<file path="config.mk">
export PLATFORM = sky130hd
export DESIGN_NAME = golden_chk_fifo
export DESIGN_NICKNAME = d
export VERILOG_FILES = /design/src/rtl/golden_chk_pkg.sv /design/src/rtl/golden_chk_fifo.sv
export SDC_FILE = /design/constraint.sdc
export NUM_CORES = 2
export LEC_CHECK = 0
export ABC_AREA = 1
export ABC_CLOCK_PERIOD_IN_PS = 28000
export CAP_MARGIN = 10
export CORE_UTILIZATION = 40
export DETAILED_ROUTE_END_ITERATION = 8
export GPL_ROUTABILITY_DRIVEN = 0
export HOLD_SLACK_MARGIN = 0.02
export SYNTH_ARGS = -nofsm -noshare
export SYNTH_HDL_FRONTEND = slang
export SYNTH_SLANG_ARGS = --single-unit
</file>
<file path="constraint.sdc">
create_clock -name clk -period 28 [get_ports clk]
set_input_delay 5.6 -clock clk [delete_from_list [all_inputs] [get_ports clk]]
set_output_delay 5.6 -clock clk [all_outputs]
set_load 0.02 [all_outputs]
</file>
<file path="src/rtl/golden_chk_pkg.sv">
// golden_chk_pkg
// Shared helpers for the golden stream checker:
//   lvl_width : width of the FIFO occupancy count for a given depth
//               (one extra bit so that "full" is representable)
//   ch_lsb    : LSB position of channel c inside a packed NUM_CH*W bus
package golden_chk_pkg;

  function automatic int lvl_width(input int depth);
    return $clog2(depth) + 1;
  endfunction

  function automatic int ch_lsb(input int c, input int w);
    return c * w;
  endfunction

endpackage

</file>
<file path="src/rtl/golden_chk_fifo.sv">
// golden_chk_fifo
// Golden-entry FIFO: stores golden data and mask side by side, tracks
// occupancy, and works out the per-cycle handshake with the DUT side.
//
// Ports:
//   clk           in   clock
//   rst           in   synchronous flush (reset or soft clear)
//   push_req      in   golden entry offered
//   pop_req       in   DUT result present
//   wr_data       in   DW  golden data to store
//   wr_mask       in   DW  golden mask to store
//   rd_data       out  DW  head-of-FIFO golden data
//   rd_mask       out  DW  head-of-FIFO golden mask
//   level         out  LW  occupancy
//   bypass        out  pop on empty FIFO served by the same-cycle push
//   do_pop        out  head entry is consumed this cycle
//   overflow_evt  out  push dropped: full and no same-cycle pop
//   underflow_evt out  pop request with empty FIFO and nothing to bypass
module golden_chk_fifo
  import golden_chk_pkg::*;
#(
  parameter int DW    = 192,
  parameter int DEPTH = 8
) (
  input  logic                    clk,
  input  logic                    rst,
  input  logic                    push_req,
  input  logic                    pop_req,
  input  logic [DW-1:0]           wr_data,
  input  logic [DW-1:0]           wr_mask,
  output logic [DW-1:0]           rd_data,
  output logic [DW-1:0]           rd_mask,
  output logic [$clog2(DEPTH):0]  level,
  output logic                    bypass,
  output logic                    do_pop,
  output logic                    overflow_evt,
  output logic                    underflow_evt
);

  localparam int LW = lvl_width(DEPTH);
  localparam int PW = $clog2(DEPTH);

  logic [DW-1:0] data_mem [DEPTH];
  logic [DW-1:0] mask_mem [DEPTH];
  logic [PW-1:0] wr_ptr;
  logic [PW-1:0] rd_ptr;
  logic          empty;
  logic          full;
  logic          do_push;

  assign empty = (level == '0);
  assign full  = (level == LW'(DEPTH));

  // A bypassed golden entry is consumed directly and never stored.
  assign bypass        = pop_req & empty & push_req;
  assign do_pop        = pop_req & ~empty;
  assign do_push       = push_req & ~bypass & (~full | do_pop);
  assign overflow_evt  = push_req & full & ~do_pop;
  assign underflow_evt = pop_req & empty & ~push_req;

  assign rd_data = data_mem[rd_ptr];
  assign rd_mask = mask_mem[rd_ptr];

  // Storage is not reset; occupancy alone defines which entries are live.
  // On push+pop while full, wr_ptr == rd_ptr: the head is read before the
  // write lands, so the pair is consistent.
  always_ff @(posedge clk) begin
    if (do_push) begin
      data_mem[wr_ptr] <= wr_data;
      mask_mem[wr_ptr] <= wr_mask;
    end
  end

  always_ff @(posedge clk) begin
    if (rst) begin
      wr_ptr <= '0;
      rd_ptr <= '0;
      level  <= '0;
    end else begin
      if (do_push) wr_ptr <= wr_ptr + PW'(1);
      if (do_pop)  rd_ptr <= rd_ptr + PW'(1);
      case ({do_push, do_pop})
        2'b10:   level <= level + LW'(1);
        2'b01:   level <= level - LW'(1);
        default: level <= level;
      endcase
    end
  end

endmodule

</file>
# Yosys cells after proc, flatten, opt, wreduce, memory -nomap -nowiden
# Memories as Yosys holds them, arrays and structs flattened. A register that Yosys moved wholly into a read port is not among the register bits.
# Cells that the tools add are included.
# W data, S select, Z words.
# word_totals
register_bits	10
ramBits	3072
inputBits	388
word_cells	35
n_memories	2
# mem_list
name	depth	word_bits	rd	rd_ports_with_merged_regs	wr	line	text
data_mem	8	192	1	1	1	golden_chk_fifo.sv:43	logic [DW-1:0] data_mem [DEPTH];
mask_mem	8	192	1	1	1	golden_chk_fifo.sv:44	logic [DW-1:0] mask_mem [DEPTH];
# classes
addsub	4
eq_ne	3
mux	7
bitwise_logic	14
n_reduce_logical	2
# op_table
operator	count
$mux W3	4
$and A1 B1 Y1	8
$pmux W4 S2	1
$add A3 B1 Y3 const B	2
$not A1 Y1	5
$add A4 B1 Y4 const B	1
$eq A4 B4 Y1 const B	1
$logic_not A4 Y1	1
$sub A4 B1 Y4 const B	1
$eq A2 B1 Y1 const B	1
$eq A2 B2 Y1 const B	1
$mux W1	2
$reduce_bool A2 Y1	1
$or A1 B1 Y1	1

# Logic depth before layout (Yosys ltp)
# depth
word_depth	8
ltp_mapped	12
ltp_nobuf	12

# Least setup slack after synthesis
# No wires, ideal clock.
# synth_timing
kind	input to register
from	input port pop_req
to	memory data_mem[1][0] (enable)
setup_ps	1138
t_arrival_ps	22003
slack_ps	4860
cell_stages	6
n_path_buf	0
cell_sequence	nor2_1 > nand3_1 > nand3_1 > nor2_1 > inv_1 > nor2_1
# synth_between
elab_chain_len	7
elab_cells_between_ends	9
# synth_rtl
item	line	text
start, declared	golden_chk_fifo.sv:28	input logic pop_req,
$and A1 B1 Y1 (2 in series)	golden_chk_fifo.sv:55	assign bypass = pop_req & empty & push_req;
$not A1 Y1	golden_chk_fifo.sv:57	assign do_push = push_req & ~bypass & (~full | do_pop);
$and A1 B1 Y1	golden_chk_fifo.sv:57	
$and A1 B1 Y1 (*)	golden_chk_fifo.sv:57	
$mux W1 (*)	golden_chk_fifo.sv:68	if (do_push) begin
$mux W1 (implied by the code) (*)	golden_chk_fifo.sv:69	data_mem[wr_ptr] <= wr_data;
end, declared	golden_chk_fifo.sv:43	
# Mark *: on every way between the ends. The rest lies on a longest branch, timed or not.

==> flow_summary.ini <==
[placement]
detailed_place.area_um2 = 130300
io_buffers = 779
place_hpwl_mm = 167.0

[drt]
drtPass1Iterations = 5
routedWlPerCell_um = 23.00
route.detailed.drc = 0
first_iter_violations = 6376
drt_wl_total_mm = 313.0
vias_per_cell = 5.452
dr_total_vias = 74207
ant_nets = 0

[power]
ir_drop_mv = 0.08024
p_per_area_nw_per_um2 = 98.93
power.leakage_nw = 46.44

[clock_network]
numCtsBuffers = 329
cts-root-buf = clkbuf_16
clock_sinks = 3085
insertion_delay_ns = 0.94
htreeDepth = 5
post_cts_buffers = 0
clk_pin_slew_ns = 0.07
hold_buffers = 0
clockBufferDepth = 4
cts_resized = 0
cts_tree = done

[die]
die_area_um2 = 300500
die_h_um = 548.1
pin_count = 780
num_rows = 200
dieWidth_um = 548.1
initial_core_util_pct = 40.20
fp.coreArea_um2 = 296800

[sta]
hold_viol_final = 0
worst_slew_pin_slew_ns = 1.226
finalCritPeriodShare_pct = 52.58
max_freq_mhz = 67.92
finalSetupTns_ns = 0
slew_headroom_pct = 18.29
worst_clock_skew_ns = 0.05416
slew_violations = 0
min_period_ns = 14.72
setup_viol = 0
rsz0062_at_grt = no

[synthesis]
synth_cell_types = 23
synth_top_cell_by_area = edfxtp_1
yosysSeqAreaShare_pct = 77.54
avgSynthCellArea_um2 = 13.62
syn-cell-area_um2 = 119300
synth_flop_cell = edfxtp_1
synth_edf_count = 3072
synth_nets = 9155
synth_warnings = 0
synthTopCellsByArea = edfxtp_1 (77%), nor2_1 (7.3%), o32ai_1 (5.6%), nand2_1 (3.7%), o21ai_0 (3.2%)
synthArstFlopShare_pct = 0
synth_seq_cells = 3085
yosysTopAreaCellShare_pct = 77.32
syn_inst = 8762

[global_route]
grt_pass1_vias = 72849
grt_max_degree = 241
grt_first_pass_wirelength_mm = 462.3
antenna_found_initial = 82
grt_usage_pct = 20.19
grt_overflow = 0

[cells_and_area]
multi_input_area_um2 = 23960
utilization_pct = 47.47
drive_above_1_share_pct = 5.882
n_fill_cell = 25574
seq_area_um2 = 92520
synthToLayoutAreaGrowth_pct = 18.07
final_cell_area_um2 = 140900
final_nets = 9781

[setup_path]
crit_path_start_kind = flip-flop
crit_fanout = 103
reg2reg_to = mask_mem[6][57]$_DFFE_PP_
regToRegStartpoint = level[3]$_SDFFE_PP0P_
worstPathCellList = buf_4, buf_4, buf_4, buf_4, buf_4, buf_4, buf_4, nor2_1, o32ai_1, nand2_1, nand2_1, clkdlybuf4s50_1
setup.worst_path.class = reg2out
cp_slowest_cell = buf_4
rr_worst_depth = 8
cp_data_required_time_ns = 22.40
r2r_slack_ns = 22.08
critPathMaxStageDelay_ns = 0.93
end_kind = output port
arrival_ns = 9.12
crit_end = rd_mask[41]
crit_top_cell = buf_4

[run_status]
outcome = finished clean

[hold_path]
hold_class = reg2reg

[job]
timing.max_cap.violations = 0
-- where the power goes --
group / leakage (nW) / switching, mW / internal (mW)
sequential: 27.9 / 0.0904 / 5.43
combinational: 13.4 / 2.75 / 1.44
clock: 5.09 / 1.78 / 2.44
total: 46.4 / 4.63 / 9.31
-- stage by stage --
step / setup slack, ns / cells / hold slack, ns / total power, mW
final: 13.28 / 13612 / 0.4581 / 13.94
after global routing: 12.75 / 13597 / 0.4784 / 14.53
after CTS: 13.30 / 13579 / 0.4635 / 14.04
after detailed placement: 14.35 / 12996 / 0.4534 / 9.803
after global placement: 14.46 / 12996 / 0.4388 / 9.734
after floorplan: 4.860 / 8762 / 0.4331 / 8.255
-- critical path: cells and delay by family (launching register included) --
family,cells,cell delay (ns)
simple gates,3,0.30
compound gates,1,0.33
flops,1,0.75
buf+inv,8,6.39
-- area by class of cell --
| class | count | area share (%) |
|---|---|---|
| sequential | 3085 | 65.68 |
| multi-input combinational | 5062 | 17.01 |
| timing repair buffer | 892 | 6.262 |
| clock buffer | 408 | 6.115 |
| tap | 3939 | 3.499 |
| clock inverter | 175 | 1.316 |
| inverter | 18 | 0.06484 |
| antenna | 33 | 0.05862 |
-- metal layers --
layer,share of wire (%),track usage (%)
met4,2.7,6.410
met2,47,32.52
met5,0.18,0
met3,7.3,4.619
met1,43,27.15
-- kinds of logic (layout without fill, tap and decap cells) --
kind of cell	Yosys count	in the layout	synth area share (%)
other cells	0	33	0
xor+xnor	1	1	0.007342
compound gates	1550	1550	8.920
buf+inv	615	1493	2.432
fa+ha+maj	5	5	0.05873
flops	3085	3085	77.54
simple gates	3506	3506	11.04
-- placed cells by master (no fill, tap or decap), types with 9 or more instances in the layout --
master,count
clkinv_16,9
bufinv_16,26
clkinv_2,48
clkbuf_1,75
clkbuf_16,333
clkdlybuf4s50_1,779
buf_12,14
edfxtp_1,3072
buf_4,99
inv_1,16
clkinv_1,67
diode_2,33
nand2_1,1165
o32ai_1,768
dfxtp_1,10
nor2_1,2323
o21ai_0,774
-- synthesized netlist by cell type (6+ instances only) --
cell type and n:
clkbuf_4 7, edfxtp_1 3072, a21oi_1 7, o21ai_0 774, nor2_1 2331, buf_1 10, clkbuf_1 330, nand2_1 1165
dfxtp_1 13, inv_1 16, buf_4 76, buf_6 10, buf_2 164, nand3_1 6, o32ai_1 768
-- state kept, by name (all words and copies together) (netlist names), named ones only --
register	cells
data_mem	1536
rd_ptr	3
wr_ptr	3
mask_mem	1536
level	4
-- worst min-delay path by stage --
stage                           start        end  slack, ns  cells past startpoint
3_3_place_gp   rd_ptr[2]$_SDFFE_PP0N_  flip-flop       0.44                      2
6_report       rd_ptr[2]$_SDFFE_PP0N_  flip-flop       0.46                      2
2_1_floorplan  rd_ptr[2]$_SDFFE_PP0N_  flip-flop       0.43                      2
5_1_grt        rd_ptr[2]$_SDFFE_PP0N_  flip-flop       0.48                      2
3_5_place_dp   rd_ptr[2]$_SDFFE_PP0N_  flip-flop       0.45                      2
4_1_cts        rd_ptr[2]$_SDFFE_PP0N_  flip-flop       0.46                      2
Power figures use the tool's default switching activity.
